`src/rtl/contador_defs.sv`:
```
// Shared mode encodings for the contador_param counter family.
package contador_defs;

  localparam logic [1:0] MODO_UP   = 2'b00;
  localparam logic [1:0] MODO_DOWN = 2'b01;
  localparam logic [1:0] MODO_STEP = 2'b10;
  localparam logic [1:0] MODO_LOAD = 2'b11;

endpackage

```
`src/rtl/contador_param_next.sv`:
```
// Next-state logic for contador_param: count value, boundary pulse and load-range error.
module contador_param_next
  import contador_defs::*;
#(
  parameter int WIDTH    = 4,
  parameter int MODULO   = 2 ** WIDTH,
  parameter int STEP     = 3,
  parameter bit SATURATE = 1'b0
) (
  input  logic [WIDTH-1:0] q,
  input  logic [1:0]       modo,
  input  logic [WIDTH-1:0] d,
  input  logic             enable,
  input  logic             ci,
  output logic [WIDTH-1:0] next_q,
  output logic             next_rco,
  output logic             next_err
);

  // One extra bit so q + STEP cannot overflow before the range compare.
  localparam logic [WIDTH:0]   MOD_W  = (WIDTH + 1)'(MODULO);
  localparam logic [WIDTH:0]   STEP_W = (WIDTH + 1)'(STEP);
  localparam logic [WIDTH-1:0] MOD_LO = WIDTH'(MODULO);
  localparam logic [WIDTH-1:0] MAX_Q  = WIDTH'(MODULO - 1);

  logic [WIDTH:0]   step_amt;
  logic [WIDTH:0]   sum;
  logic [WIDTH-1:0] wrapped;

  always_comb begin
    step_amt = (modo == MODO_STEP) ? STEP_W : (WIDTH + 1)'(1);
    sum      = {1'b0, q} + step_amt;
    // Low bits of (sum - MODULO); exact because the true result is below MODULO.
    wrapped  = sum[WIDTH-1:0] - MOD_LO;

    next_q   = q;
    next_rco = 1'b0;
    next_err = 1'b0;

    if (enable) begin
      if (modo == MODO_LOAD) begin
        if ({1'b0, d} < MOD_W) begin
          next_q = d;
        end else begin
          next_q   = MAX_Q;
          next_err = 1'b1;
        end
      end else if (ci) begin
        if (modo == MODO_DOWN) begin
          if (q != '0) begin
            next_q = q - WIDTH'(1);
          end else begin
            next_q   = SATURATE ? '0 : MAX_Q;
            next_rco = 1'b1;
          end
        end else begin
          if (sum < MOD_W) begin
            next_q = sum[WIDTH-1:0];
          end else begin
            next_q   = SATURATE ? MAX_Q : wrapped;
            next_rco = 1'b1;
          end
        end
      end
    end
  end

endmodule

```
`src/rtl/contador_param.sv`:
```
// Parametrised modulo-N up/down/step counter with synchronous load and cascade carry.
module contador_param
  import contador_defs::*;
#(
  parameter int WIDTH    = 4,
  parameter int MODULO   = 2 ** WIDTH,
  parameter int STEP     = 3,
  parameter bit SATURATE = 1'b0
) (
  input  logic             clk,
  input  logic             reset,
  input  logic             enable,
  input  logic             ci,
  input  logic [1:0]       modo,
  input  logic [WIDTH-1:0] D,
  output logic [WIDTH-1:0] Q,
  output logic             rco,
  output logic             load_err
);

  logic [WIDTH-1:0] count_q, count_d;
  logic             rco_q, rco_d;
  logic             err_q, err_d;

  contador_param_next #(
    .WIDTH   (WIDTH),
    .MODULO  (MODULO),
    .STEP    (STEP),
    .SATURATE(SATURATE)
  ) u_next (
    .q       (count_q),
    .modo    (modo),
    .d       (D),
    .enable  (enable),
    .ci      (ci),
    .next_q  (count_d),
    .next_rco(rco_d),
    .next_err(err_d)
  );

  always_ff @(posedge clk or posedge reset) begin
    if (reset) begin
      count_q <= '0;
      rco_q   <= 1'b0;
      err_q   <= 1'b0;
    end else begin
      count_q <= count_d;
      rco_q   <= rco_d;
      err_q   <= err_d;
    end
  end

  assign Q        = count_q;
  assign rco      = rco_q;
  assign load_err = err_q;

endmodule

```
`config.mk`:
```
export PLATFORM = sky130hd
export DESIGN_NAME = contador_param
export DESIGN_NICKNAME = d
export VERILOG_FILES = /design/src/rtl/contador_defs.sv /design/src/rtl/contador_param_next.sv /design/src/rtl/contador_param.sv
export SDC_FILE = /design/constraint.sdc
export NUM_CORES = 1
export LEC_CHECK = 0
export BUFFER_PORTS_ARGS = -buffer_cell sky130_fd_sc_hd__clkbuf_2
export CORE_AREA = 8 8 45 47
export DETAILED_ROUTE_END_ITERATION = 6
export DIE_AREA = 0 0 53 55
export PLACE_DENSITY = 0.7
export SYNTH_ARGS = -nofsm -noshare
export SYNTH_HDL_FRONTEND = slang
export SYNTH_SLANG_ARGS = --single-unit
```
`constraint.sdc`:
```
create_clock -name clk -period 2.4 [get_ports clk]
set_input_delay 0.48 -clock clk [delete_from_list [all_inputs] [get_ports clk]]
set_output_delay 0.48 -clock clk [all_outputs]
set_load 0.01 [all_outputs]
```
==> results.yml <==
timing:
  rsz0062_at_grt: "no"
  setup_slack_ns: 0.6135
  finalCritPeriodShare_pct: 74.44
  drv_slew: 0
  finClkSkew_ns: 0.001819
  setup_viol_count_final: 0
  fin_tns_setup_ns: 0
  max_freq_mhz: 559.7
  fin_crit_ns: 1.787
  hold_viol: 0
  hold_ws_ns: 0.1010
synth:
  synthFlopType: "dfrtp_1"
  synth_top_family_by_area: "compound AO/OA/AOI/OAI gates"
  yosysTopAreaCell: "dfrtp_1"
  synth_area_leaders: "dfrtp_1 (27%), a21oi_1 (5.4%), ha_1 (5.4%)"
  yosysSeqAreaShare_pct: 27.03
  ys_types: 32
  ys_ff_latch: 5
  synth-simple-area-share_pct: 24.32
  synthMuxAreaShare_pct: 2.432
  syn_area_per_cell_um2: 8.122
  syn-num-nets: 70
  synth_compound_area_share_pct: 25.41
  synthDominantCellAreaShare_pct: 27.03
  yosys_warnings: 0
  async_reset_ff_share_pct: 100.0
  synth_xor_xnor_area_share_pct: 1.892
  synth_fa_ha_area_share_pct: 9.730
  synth_area_um2: 462.9
  synthCells: 57
  synth_edf_count: 0
worst_setup_path:
  required_ns: 2.54
  cpPeakStageDelay_ns: 0.44
  cp_cell_sequence: "inv_1, ha_1, or4b_1, nand3_1, a21oi_1, o32ai_1"
  slowest_stage: "or4b_1"
  path_buf_inv: 1
  crit_path_max_fanout: 6
  worst-setup-path-type: "reg2reg"
  cp-end-kind: "register"
  startpoint_type: "register"
  arrival_ns: 1.92
  critPathTopFamily: "simple AND/OR/NAND/NOR gates"
min_path:
  hp-class: "in2async"
cells_and_area:
  nNetsFinal: 86
  drive_above_1_share_pct: 27.78
  diodes: 0
  layout_commonest_cell: "clkbuf_2"
  fill_cells: 157
  final_cell_mix: "clkbuf_2 (14), inv_1 (6), dfrtp_1 (5), nand2_1 (5), a21oi_1 (5)"
  finalNonFillerCells: 88
  synthToLayoutAreaGrowth_pct: 21.62
place:
  dp_hpwl_um: 900.1
  post-place-ws_ns: 0.3882
  globalplace.congestion: 0.8209
  place_inst: 84
  io_buffers: 14
pwr:
  ir_drop_v: 0.0003715
  clkPwrFrac_pct: 20.3
  p_int_uw: 282.0
  p_sw_uw: 197.8
  leakage_nw: 0.2719
  p_comb_share_pct: 46.1
  p_per_area_mw_per_mm2: 852.2
  switching_share_pct: 41.22
  p_total_uw: 479.8
  pwr-share-seq_pct: 33.6
drt:
  routed_wl_um: 1107
  drcViolationCount: 0
  drtIter0Drc: 0
  routed-via-count: 441
  wl_per_cell_um: 12.58
  drtAntennaViolNets: 0
  viasPerCell: 5.011
  drtPass1Iterations: 1
die:
  pin_count: 16
  core_area_mm2: 0.001384
  initial_utilization_pct: 33.45
  die-area_mm2: 0.002915
  rows: 14
  die_h_um: 55
  fp.dieW_um: 53
clock_network:
  clk_latency_ns: 0.24
  cts_hold_buf: 0
  cts_root_buf: "clkbuf_4"
  htreeDepth: 1
  path_clk_slew_ns: 0.04
  numCtsBuffers: 3
  cts_tree: "yes"
  clkSinkCount: 5
  post_cts_resize_count: 0
  cts_setup_buffers: 0
  cts_buffer_depth: 2
flow_run:
  drv_cap: 0
global_routing:
  grt_pass1_wl_um: 1863
  grt_overflow: 0
  antenna_found_initial: 0
  grt_max_degree: 14
  grtUsageTotal_pct: 8.333
  grt_pass1_vias: 450
status:
  status: "finished, final reports clean"
## synthesized netlist by cell type, drive strengths merged (2+ instances only)
cell,count
inv,6
buf,2
nor3,2
o32ai,2
nand2,5
ha,2
nor2b,2
o21ai,3
nor2,3
dfrtp,5
nand2b,2
a21oi,5
## metal layers
metal  global-route usage, %  vias to the layer above  share of wire, %
met3                   4.011                        0               8.1
met1                   9.509                      201                43
met4                   2.586                        0                 0
li1                        -                      228                 -
met2                   13.48                       12                48
met5                       0                        -                 0
## sequential cells by signal (all words and copies together), names as in the netlist
register	cells
Q	4
rco	1
## worst register-to-register path, stage by stage, from the launching register on
cell and delay [ns]:
dfrtp_1 0.43, inv_1 0.13, ha_1 0.22, or4b_1 0.44, nand3_1 0.09, a21oi_1 0.07, o32ai_1 0.29
## cell type report
class,count,area (µm²),area share (%)
timing repair buffer,14,70.07,12.44
clock buffer,4,26.28,4.667
sequential,5,125.1,22.22
inverter,6,22.52,4.000
tap,16,20.02,3.556
multi-input combinational,43,299.0,53.11
## cells by family after synthesis
logic type | count (synthesis)
and+or+nand+nor | 21
AOI/OAI and AO/OA | 16
buffers and inverters | 9
DFF | 5
adders and majority gates | 3
other | 1
xor gates and xnor gates | 1
muxes | 1
## worst paths after layout
check / from / to / slack, ns / depth (start not counted)
max in group asynchronous: reset / Q[2] / 2.13 / 2
setup reg to reg: Q[0] / Q[3] / 0.61 / 6
hold reg to reg: Q[1] / Q[1] / 0.59 / 2
min in group clk: enable / Q[3] / 0.56 / 3
hold / removal: reset / Q[1] / 0.10 / 2
setup / recovery: Q[0] / Q[3] / 0.61 / 6
## stage by stage
| step | utilization, % | area [µm²] |
|---|---|---|
| after floorplan | - | 462.9 |
| after global placement | 38.79 | 536.8 |
| after detailed placement | 38.79 | 536.8 |
| after CTS | 40.69 | 563.0 |
| after global routing | 40.69 | 563.0 |
| final | 40.69 | 563.0 |
## power by group through the flow
stage / Clock, mW / Combinational, mW / Sequential, mW
6_report: 0.0972 / 0.221 / 0.161
5_1_grt: 0.108 / 0.250 / 0.169
4_1_cts: 0.102 / 0.225 / 0.163
3_5_place_dp: 0 / 0.223 / 0.163
3_3_place_gp: 0 / 0.219 / 0.162
2_1_floorplan: 0 / 0.145 / 0.164
No activity file was read; power rests on OpenSTA's default activity.
